==> src/rtl/fpsqrt_sp_pkg.sv <==
// ============================================================================
// Module : fpsqrt_sp_pkg
// Brief  : FloPoCo single-precision result types and IEEE-754 conversion.
// Rev    : 1.0  initial release
// ============================================================================
`default_nettype none

package fpsqrt_sp_pkg;

    typedef enum logic [1:0] {
        EXN_ZERO   = 2'b00,
        EXN_NORMAL = 2'b01,
        EXN_INF    = 2'b10,
        EXN_NAN    = 2'b11
    } flopoco_exn_t;

    typedef struct packed {
        flopoco_exn_t exn;
        logic         sign;
        logic [7:0]   exp;
        logic [22:0]  frac;
    } flopoco_sp_t;

    localparam logic [31:0] IEEE_QNAN = 32'h7FC00000;

    function automatic logic [31:0] flopoco_to_ieee(input flopoco_sp_t r);
        logic [31:0] res;
        case (r.exn)
            EXN_ZERO:   res = {r.sign, 31'b0};
            EXN_NORMAL: res = {r.sign, r.exp, r.frac};
            EXN_INF:    res = {r.sign, 8'hFF, 23'b0};
            default:    res = IEEE_QNAN;
        endcase
        return res;
    endfunction

endpackage

`default_nettype wire

==> src/rtl/fpsqrt_sp_collect_if.sv <==
// ============================================================================
// Module : fpsqrt_sp_collect_if
// Brief  : Operand/ce/result bundle between core, collector and consumer.
//          out_nv exists only when FPSQRT_COLLECT_FLAGS_EN is defined.
// Rev    : 1.0  initial release
// ============================================================================
`default_nettype none

interface fpsqrt_sp_collect_if;

    logic        in_valid;
    logic        in_ready;
    logic        ce;
    logic [33:0] core_r;
    logic        out_valid;
    logic        out_ready;
    logic [31:0] out_data;
`ifdef FPSQRT_COLLECT_FLAGS_EN
    logic        out_nv;

    modport slave  (input  in_valid, core_r, out_ready,
                    output in_ready, ce, out_valid, out_data, out_nv);
    modport master (output in_valid, core_r, out_ready,
                    input  in_ready, ce, out_valid, out_data, out_nv);
`else
    modport slave  (input  in_valid, core_r, out_ready,
                    output in_ready, ce, out_valid, out_data);
    modport master (output in_valid, core_r, out_ready,
                    input  in_ready, ce, out_valid, out_data);
`endif

endinterface

`default_nettype wire

==> src/rtl/fpsqrt_sp_res_fifo.sv <==
// ============================================================================
// Module : fpsqrt_sp_res_fifo
// Brief  : Synchronous result FIFO; push and pop may coincide when full.
// Rev    : 1.0  initial release
// ============================================================================
`default_nettype none

module fpsqrt_sp_res_fifo #(
    parameter int WIDTH = 32,
    parameter int DEPTH = 4
) (
    input  wire logic             clk,
    input  wire logic             rst_n,
    input  wire logic             push_i,
    input  wire logic [WIDTH-1:0] wdata_i,
    input  wire logic             pop_i,
    output logic      [WIDTH-1:0] rdata_o,
    output logic                  full_o,
    output logic                  empty_o
);

    localparam int AW = $clog2(DEPTH);
    localparam int CW = AW + 1;

    logic [WIDTH-1:0] mem_q [DEPTH];
    logic [AW-1:0]    wr_ptr_q, rd_ptr_q;
    logic [CW-1:0]    count_q, count_d;
    logic             do_push, do_pop;

    assign full_o  = (count_q == CW'(DEPTH));
    assign empty_o = (count_q == '0);
    assign do_pop  = pop_i & ~empty_o;
    // A full FIFO still accepts a push when the head leaves on the same edge.
    assign do_push = push_i & (~full_o | do_pop);

    always_comb begin
        count_d = count_q;
        case ({do_push, do_pop})
            2'b10:   count_d = count_q + CW'(1);
            2'b01:   count_d = count_q - CW'(1);
            default: count_d = count_q;
        endcase
    end

    always_ff @(posedge clk or negedge rst_n) begin
        if (!rst_n) begin
            wr_ptr_q <= '0;
            rd_ptr_q <= '0;
            count_q  <= '0;
        end else begin
            if (do_push) wr_ptr_q <= wr_ptr_q + AW'(1);
            if (do_pop)  rd_ptr_q <= rd_ptr_q + AW'(1);
            count_q <= count_d;
        end
    end

    always_ff @(posedge clk) begin
        if (do_push) mem_q[wr_ptr_q] <= wdata_i;
    end

    assign rdata_o = empty_o ? '0 : mem_q[rd_ptr_q];

endmodule

`default_nettype wire

==> src/rtl/fpsqrt_sp_collect.sv <==
// ============================================================================
// Module : fpsqrt_sp_collect
// Brief  : Result stage of the sqrt pipeline: slot tracking, core ce/stall,
//          FloPoCo->IEEE conversion, result FIFO. Option: FPSQRT_COLLECT_FLAGS_EN.
// Rev    : 1.0  initial release
// ============================================================================
`default_nettype none

module fpsqrt_sp_collect
    import fpsqrt_sp_pkg::*;
#(
    parameter int NUM_STAGES = 8,
    parameter int FIFO_DEPTH = 4
) (
    input  wire logic           clk,
    input  wire logic           rst_n,
    fpsqrt_sp_collect_if.slave  bus
);

`ifdef FPSQRT_COLLECT_FLAGS_EN
    localparam int ENTRY_W = 33;
`else
    localparam int ENTRY_W = 32;
`endif

    logic [NUM_STAGES-1:0] vld_sr_q, vld_sr_d;
    logic                  live, fifo_full, fifo_empty, pop, push, ce;
    flopoco_sp_t           res;
    logic [ENTRY_W-1:0]    wdata, rdata;

    assign res  = flopoco_sp_t'(bus.core_r);
    assign live = vld_sr_q[NUM_STAGES-1];
    assign pop  = ~fifo_empty & bus.out_ready;
    // Freeze the core only when a live result has nowhere to go this cycle.
    assign ce   = ~(live & fifo_full & ~pop);
    assign push = ce & live;

    always_comb begin
        vld_sr_d = vld_sr_q;
        if (ce) vld_sr_d = (vld_sr_q << 1) | NUM_STAGES'(bus.in_valid);
    end

    always_ff @(posedge clk or negedge rst_n) begin
        if (!rst_n) vld_sr_q <= '0;
        else        vld_sr_q <= vld_sr_d;
    end

`ifdef FPSQRT_COLLECT_FLAGS_EN
    assign wdata      = {res.exn == EXN_NAN, flopoco_to_ieee(res)};
    assign bus.out_nv = rdata[32];
`else
    assign wdata      = flopoco_to_ieee(res);
`endif

    fpsqrt_sp_res_fifo #(
        .WIDTH (ENTRY_W),
        .DEPTH (FIFO_DEPTH)
    ) u_fifo (
        .clk     (clk),
        .rst_n   (rst_n),
        .push_i  (push),
        .wdata_i (wdata),
        .pop_i   (pop),
        .rdata_o (rdata),
        .full_o  (fifo_full),
        .empty_o (fifo_empty)
    );

    assign bus.ce        = ce;
    assign bus.in_ready  = ce;
    assign bus.out_valid = ~fifo_empty;
    assign bus.out_data  = rdata[31:0];

endmodule

`default_nettype wire
==> src/flat_wrapper.sv <==
// flat-port wrapper written by rule: the top's interface ports become plain ports
module fpsqrt_sp_collect_flat import fpsqrt_sp_pkg::*;
#(
    parameter int NUM_STAGES = 8,
    parameter int FIFO_DEPTH = 4
)
  (clk, rst_n, bus_in_valid, bus_core_r, bus_out_ready, bus_in_ready, bus_ce, bus_out_valid, bus_out_data);
  fpsqrt_sp_collect_if bus_i ();
  input  wire logic clk;
  input  wire logic rst_n;
  input wire logic [$bits(bus_i.in_valid)-1:0] bus_in_valid;
  input wire logic [$bits(bus_i.core_r)-1:0] bus_core_r;
  input wire logic [$bits(bus_i.out_ready)-1:0] bus_out_ready;
  output wire logic [$bits(bus_i.in_ready)-1:0] bus_in_ready;
  output wire logic [$bits(bus_i.ce)-1:0] bus_ce;
  output wire logic [$bits(bus_i.out_valid)-1:0] bus_out_valid;
  output wire logic [$bits(bus_i.out_data)-1:0] bus_out_data;
  assign bus_i.in_valid = bus_in_valid;
  assign bus_i.core_r = bus_core_r;
  assign bus_i.out_ready = bus_out_ready;
  assign bus_in_ready = bus_i.in_ready;
  assign bus_ce = bus_i.ce;
  assign bus_out_valid = bus_i.out_valid;
  assign bus_out_data = bus_i.out_data;
  fpsqrt_sp_collect #(.NUM_STAGES(NUM_STAGES), .FIFO_DEPTH(FIFO_DEPTH)) u_core (.clk(clk), .rst_n(rst_n), .bus(bus_i));
endmodule
==> config.mk <==
export PLATFORM = sky130hd
export DESIGN_NAME = fpsqrt_sp_collect_flat
export DESIGN_NICKNAME = d
export VERILOG_FILES = /design/src/rtl/fpsqrt_sp_pkg.sv /design/src/rtl/fpsqrt_sp_collect_if.sv /design/src/rtl/fpsqrt_sp_res_fifo.sv /design/src/rtl/fpsqrt_sp_collect.sv /design/src/flat_wrapper.sv
export SDC_FILE = /design/constraint.sdc
export NUM_CORES = 1
export LEC_CHECK = 0
export CAP_MARGIN = 0
export CORE_UTILIZATION = 45
export CTS_BUF_LIST = sky130_fd_sc_hd__clkbuf_16
export DETAILED_ROUTE_END_ITERATION = 10
export PLACE_DENSITY = 0.67
export RECOVER_POWER = 100
export SLEW_MARGIN = 10
export SYNTH_ARGS = -nofsm -noshare
export SYNTH_HDL_FRONTEND = slang
export SYNTH_HIERARCHICAL = 1
export SYNTH_SLANG_ARGS = --single-unit
==> constraint.sdc <==
create_clock -name clk -period 4.28 [get_ports clk]
set_input_delay 0.428 -clock clk [delete_from_list [all_inputs] [get_ports clk]]
set_output_delay 0.428 -clock clk [all_outputs]
set_load 0.02 [all_outputs]
## Word-level counts from Yosys, hierarchy flattened

Memory sizes are Yosys's and may differ from the RTL's.
Index checks and enable logic that the tools add are counted.

| storage, ports and cells | value |
|---|---|
| register bits after elaboration | 15 |
| RAM bits | 128 |
| input bits | 38 |
| output and inout bits | 35 |
| word-level logic and storage cells | 34 |
| memories | 1 |

| operators by class | value |
|---|---|
| add/sub/neg operators | 4 |
| eq/ne operators | 5 |
| muxes and demuxes | 5 |
| bitwise gates (word level) | 12 |
| reduce and logical (&&, ||, !) cells | 3 |

Memories:

| name | depth | bits a word | read ports | clocked after Yosys merged registers in | write ports | line | RTL |
|---|---|---|---|---|---|---|---|
| u_core.u_fifo.mem_q | 4 | 32 | 1 | 0 | 1 | fpsqrt_sp_res_fifo.sv:25 | `logic [WIDTH-1:0] mem_q [DEPTH];` |

Operators by type and width:

| kind | number |
|---|---|
| $pmux 32 s3 | 1 |
| $mux 32 | 1 |
| $or 8x1->8 | 1 |
| $and 1x1->1 | 6 |
| $pmux 3 s2 | 1 |
| $add 2x1->2 const B | 2 |
| $eq 2x1->1 const B | 2 |
| $eq 2x2->1 const B | 2 |
| $not 1->1 | 4 |
| $add 3x1->3 const B | 1 |
| $eq 3x3->1 const B | 1 |
| $logic_not 3->1 | 1 |
| $sub 3x1->3 const B | 1 |
| $logic_not 2->1 | 1 |
| $mux 1 | 2 |
| $reduce_bool 2->1 | 1 |
| $or 1x1->1 | 1 |

## Depth between registers and ports, before layout

| logic depth | value |
|---|---|
| depth after elaboration | 10 |
| mapped depth | 13 |
| depth with buffers taken out | 10 |

## By module

Netlist, hierarchy kept.

Modules (own cells, without submodules):

| module | times used | cells an instance | area each (um2) | seq. area each (um2) |
|---|---|---|---|---|
| fpsqrt_sp_res_fifo | 1 | 258 | 5355.1 | 4018.9 |
| fpsqrt_sp_collect | 1 | 61 | 608.1 | 200.2 |

## Worst setup path before layout

OpenSTA, ideal clock, no wires.

| path | value |
|---|---|
| path type | register to register |
| start point | register u_core.u_fifo.count_q[0] |
| end point | register u_core.u_fifo.count_q[1] |
| setup time | 0.087 ns |
| data arrival time | 2.746 ns |
| data required time | 4.193 ns |
| setup slack | 1.447 ns |
| stages on the path, launching flop included | 14 |
| path buffers | 3 |
| clock period less this slack | 2.833 ns |
| path through | dfrtp_1 > or3_2 > buf_2 > clkbuf_1 > inv_1 > nand2b_4 > a21boi_0 > buf_2 > nor2b_1 > nand2_1 > fa_1 > o21ba_2 > o211ai_1 > a22oi_1 |

| between the ends | value |
|---|---|
| word-level cells in the longest chain between the ends | 10 |
| elaborated cells between the ends (all ways) | 19 |
| classes of those cells | add/sub: 2; eq/ne: 3; mux: 1; bitwise: 11; reduce/logical: 2 |

RTL lines:

| item | line | RTL |
|---|---|---|
| start, declared | fpsqrt_sp_res_fifo.sv:27 | `logic [CW-1:0] count_q, count_d;` |
| start signal, assigned | fpsqrt_sp_res_fifo.sv:53 | `count_q <= count_d;` |
| $logic_not 3->1 (*) | fpsqrt_sp_res_fifo.sv:31 | `assign empty_o = (count_q == '0);` |
| via u_core.fifo_empty | fpsqrt_sp_collect.sv:27 | `logic live, fifo_full, fifo_empty, pop, push, ce;` |
| $not 1->1 (*) | fpsqrt_sp_collect.sv:33 | `assign pop = ~fifo_empty & bus.out_ready;` |
| $and 1x1->1 (*) | fpsqrt_sp_collect.sv:33 |  |
| $not 1->1 (*) | fpsqrt_sp_collect.sv:35 | `assign ce = ~(live & fifo_full & ~pop);` |
| $and 1x1->1 (*) | fpsqrt_sp_collect.sv:35 |  |
| $not 1->1 (*) | fpsqrt_sp_collect.sv:35 |  |
| $and 1x1->1 (*) | fpsqrt_sp_collect.sv:36 | `assign push = ce & live;` |
| via u_core.push | fpsqrt_sp_collect.sv:27 |  |
| $and 1x1->1 (*) | fpsqrt_sp_res_fifo.sv:34 | `assign do_push = push_i & (~full_o \| do_pop);` |
| $eq 2x1->1 / $eq 2x2->1 (equally long branches) | fpsqrt_sp_res_fifo.sv:38 | `case ({do_push, do_pop})` |
| $pmux 3 s2 / $reduce_bool 2->1 (equally long branches) | -- |  |

Mark *: on every way through the listed nets, which the timed path passes. The rest lies on a longest branch.
A chain may end at the register's enable or synchronous reset.

## Final worst setup path

| path | value |
|---|---|
| start point | register u_core.u_fifo.count_q[2] |
| end point | memory u_core.u_fifo.mem_q[3][25], enable pin |

| between the ends | value |
|---|---|
| word-level cells in the longest chain between the ends | 10 |
| elaborated cells between the ends (all ways) | 15 |
| classes of those cells | eq/ne: 1; mux: 2; bitwise: 11; reduce/logical: 1 |

RTL lines:

| item | line | RTL |
|---|---|---|
| $logic_not 3->1 | fpsqrt_sp_res_fifo.sv:31 |  |
| via u_core.fifo_empty | fpsqrt_sp_collect.sv:27 |  |
| $not 1->1 | fpsqrt_sp_collect.sv:33 |  |
| $and 1x1->1 | fpsqrt_sp_collect.sv:33 |  |
| $not 1->1 | fpsqrt_sp_collect.sv:35 |  |
| $and 1x1->1 | fpsqrt_sp_collect.sv:35 |  |
| $not 1->1 | fpsqrt_sp_collect.sv:35 |  |
| $and 1x1->1 | fpsqrt_sp_collect.sv:36 |  |
| via u_core.push | fpsqrt_sp_collect.sv:27 |  |
| $and 1x1->1 | fpsqrt_sp_res_fifo.sv:34 |  |
| $mux 1 | fpsqrt_sp_res_fifo.sv:58 | `if (do_push) mem_q[wr_ptr_q] <= wdata_i;` |
| $mux 1 (implied by the code) | fpsqrt_sp_res_fifo.sv:58 |  |
| end, declared | fpsqrt_sp_res_fifo.sv:25 |  |

The timed path passes the listed nets, and every way through them passes these cells.

==> out/summary.md <==
* complete, but fails checks — outcome
* capacitance limit, slew limit — violated checks
* 352 µV — VDD IR-drop max
* 0 — final-report setup violation count
* -0.0194 — headroom to the max-slew limit
* 72 — number of buffers inserted by port buffering
* 18.7 µm² — Post-Syn Area per Cell
* 400 ps — clock insertion delay at the later pin of the skew report
* 945 — FILL cells
* 0 — number of cells upsized or downsized after cts
* u_core/vld_sr_q[6]$_DFFE_PN0N_ — start point of the worst min-delay path
* 319 — synthesized instance count
* 1 — hold depth
* 362 — number of nets produced by synthesis
* 2 — buffer levels on the longest clock path
* 13700 µm² — overall die area
* 3880 ps — data arrival time at the worst-slack endpoint
* no — unrepaired setup endpoints after global routing
* 0.168 — Total GRT Usage
* or3_2 > inv_1 > nand2b_1 > a21boi_0 > o21a_4 > and2_1 > buf_12 — cell breakdown of the critical path
* 17.9 µm — detail-routed net length per standard cell
* u_core/u_fifo/count_q[2]$_DFFE_PN0P_ — CP Launch Point
* 511 ps — post-layout worst setup margin
* 0 — # hold bufs at CTS
* 0.708 — proportion of synthesized chip area in sequential cells
* 492 µm — met3 wire len
* 7 — reg2reg path depth
* 1 — Max Cap Violations
* 10.4 mm — final WL
* 910 ps — crit-path max cell delay
* 36 — number of different library cells in the post-synthesis netlist
* 5.23 mm — routed length on met2
* 0 — number of inserted diodes
* 0.645 — Synth top area share
* 37 — pin count of the biggest net entering global routing
* register — nature of the critical path endpoint
* 34 — Slew Viols, Final
* edfxtp_1 — commonest register cell after synthesis
* u_core/vld_sr_q[7]$_DFFE_PN0N_ — WHS Endpoint
* 12800 µm² — Floorplan Core Area
* built — CTS tree
* 60 ps — clock slew at the register clock pins of the worst setup and hold paths
* 4 — total number of H-tree levels
* 0 — number of hold violations in the final report
* edfxtp_1 — most frequent cell after synthesis
* 549 — cell total after placement
* 581 — non-filler cells, final
* 0.467 — initial cell density of the core
* 0.881 — final period utilization
* 117 µm — Die Height
* 143 — clock sinks
* 2994 — via count of the routed design
* 3066 — vias in the first global route
* 0.671 — final weighted congestion in routability-driven placement
* register — Setup crit start kind
* 6 — Ys Warns
* edfxtp_1 64%, mux4_2 12%, dfrtp_1 6.3%, and2_1 5.7%, mux2_4 2.0% — top cells by area in the synthesized netlist
* met4 — highest routed layer
* 143 — number of flip-flops and latches in the synthesized netlist
* 16.3 mm — global-route wire length before repair
* 7400 µm² — final non-filler cell area
* 510 ps — reg-to-reg setup timing slack
* reg -> reg — Hold/Removal Path Class
* 117 µm — die width
* clkbuf_16 — Clock Tree Root
* 1530 ps — Worst-Margin Slew
* edfxtp_1 — cell accounting for the most synthesized area
* 5960 µm² — Mapped Area
* 0.188 — fraction of final layout cells sized beyond drive strength 1
* 128 — number of enable flip-flop cells after synthesis
* 5.15 — via density per instance
* 0 — grt ovf
* 24.0% — relative area change from synthesis to final layout
* 700 ps — Setup Slack @ Placement
* 0 — number of antenna violations at the first check in global routing
* 0 — postcts setup bufs
* 439 — final net count
* 41 — number of cell rows
* reg -> reg — type of the worst setup path
* 0.265 GHz — achievable frequency
* a21boi_0 — CP max-delay cell
* u_core/u_fifo/mem_q[3][25]$_DFFE_PP_ — endpoint of the worst-slack reg-to-reg timing path
* 8.69 ps — worst clock skew
* 128 x edfxtp_1, 54 x and2_1, 32 x mux4_2 — most frequent cells after synthesis
* 6870 µm² — Post-DP Area
* 4 — first drt pass iteration count
* 182 — number of DRC markers after the initial detailed-route iteration
* 2.59 nW — static leakage power
* 17 — TritonCTS buffer count
* 0 ps — setup TNS after final layout
* 0 — number of design rule violations left after detail routing
* 36 — Critical Path Fanout Max
* 4.51 mm — met1 WL
* 4390 ps — CP Data Required Time
* u_core/u_fifo/count_q[2]$_DFFE_PN0P_ — launching point of the worst reg2reg path
* 6.37 mm — half-perimeter wire length after detailed placement
* 776 nW/µm² — PD cells
* 0 — count of antenna-violating nets left after detailed routing
* 73 — io pins
* 0.105 — share of async-settable or async-resettable flops after synthesis
* 3770 ps — Period minus WS final
==> through the flow <==
step / hold WS [ps] / power, W / utilization
final: 479 / 0.00574 / 0.579
after global placement: 456 / 0.00450 / 0.538
after detailed placement: 468 / 0.00455 / 0.538
after global routing: 496 / 0.00605 / 0.579
after CTS: 443 / 0.00595 / 0.583
after floorplan: 132 / 0.00365 / -
==> report_power, final <==
group / switching, W / leakage (nW) / internal, W
clock network: 0.000530 / 0.301 / 0.000857
logic: 0.00108 / 0.934 / 0.00108
registers: 0.000208 / 1.36 / 0.00199
==> critical path, delay by kind of cell (launching register included) <==
kind / cells / cell delay [ps]
flip-flops: 1 / 430
buffers and inverters: 2 / 360
AO/OA/AOI/OAI: 2 / 1190
AND/OR/NAND/NOR: 3 / 1480
==> cell families (layout without fill, tap and decap cells) <==
family	after synthesis	after routing	synth area share
simple gates	75	75	0.0799
fa+ha+maj	5	5	0.0118
flops	143	143	0.708
compound gates	20	20	0.0266
buf+inv	31	121	0.0258
mux	40	40	0.141
xor+xnor	5	5	0.00735
==> layout make-up <==
cell class              count  area (µm²)  area share
clock inverters            13        91.3      0.0123
well taps                 172         215      0.0291
clock buffers              19         475      0.0643
multi-input cells         145        1550       0.210
inverters                  11        41.3     0.00558
repair buffers             78         803       0.109
flip-flops and latches    143        4220       0.571
==> sequential cells by signal, summed over array words and instances, names as in the netlist <==
name / cells
u_core/vld_sr_q: 8
u_core/u_fifo/rd_ptr_q: 2
u_core/u_fifo/mem_q: 128
u_core/u_fifo/wr_ptr_q: 2
u_core/u_fifo/count_q: 3
==> layout by cell type (no fill, tap or decap), types with 4 or more instances in the layout <==
cell type,count
clkbuf_16,19
ha_1,4
dfrtp_1,14
mux4_2,32
edfxtp_1,128
a21o_1,8
inv_1,13
and2_0,26
and2_1,29
dlygate4sd3_1,33
clkdlybuf4s50_1,39
mux2_1,7
==> worst max path at each step <==
stage / to / slack, ps
floorplan: u_core/u_fifo/count_q[1]$_DFFE_PN0P_ / 1450
detailed placement: u_core/u_fifo/mem_q[1][5]$_DFFE_PP_ / 700
CTS: u_core/u_fifo/mem_q[1][18]$_DFFE_PP_ / 660
global placement: u_core/u_fifo/mem_q[1][5]$_DFFE_PP_ / 890
global route: u_core/u_fifo/mem_q[3][19]$_DFFE_PP_ / 210
finish: u_core/u_fifo/mem_q[3][25]$_DFFE_PP_ / 510
==> layer usage <==
metal / global-route usage / up-vias
li1: - / 1372
met1: 0.217 / 1523
met2: 0.273 / 87
met3: 0.0412 / 12
met4: 0.0734 / 0
met5: 0 / -
(Power assumes the default switching activity.)
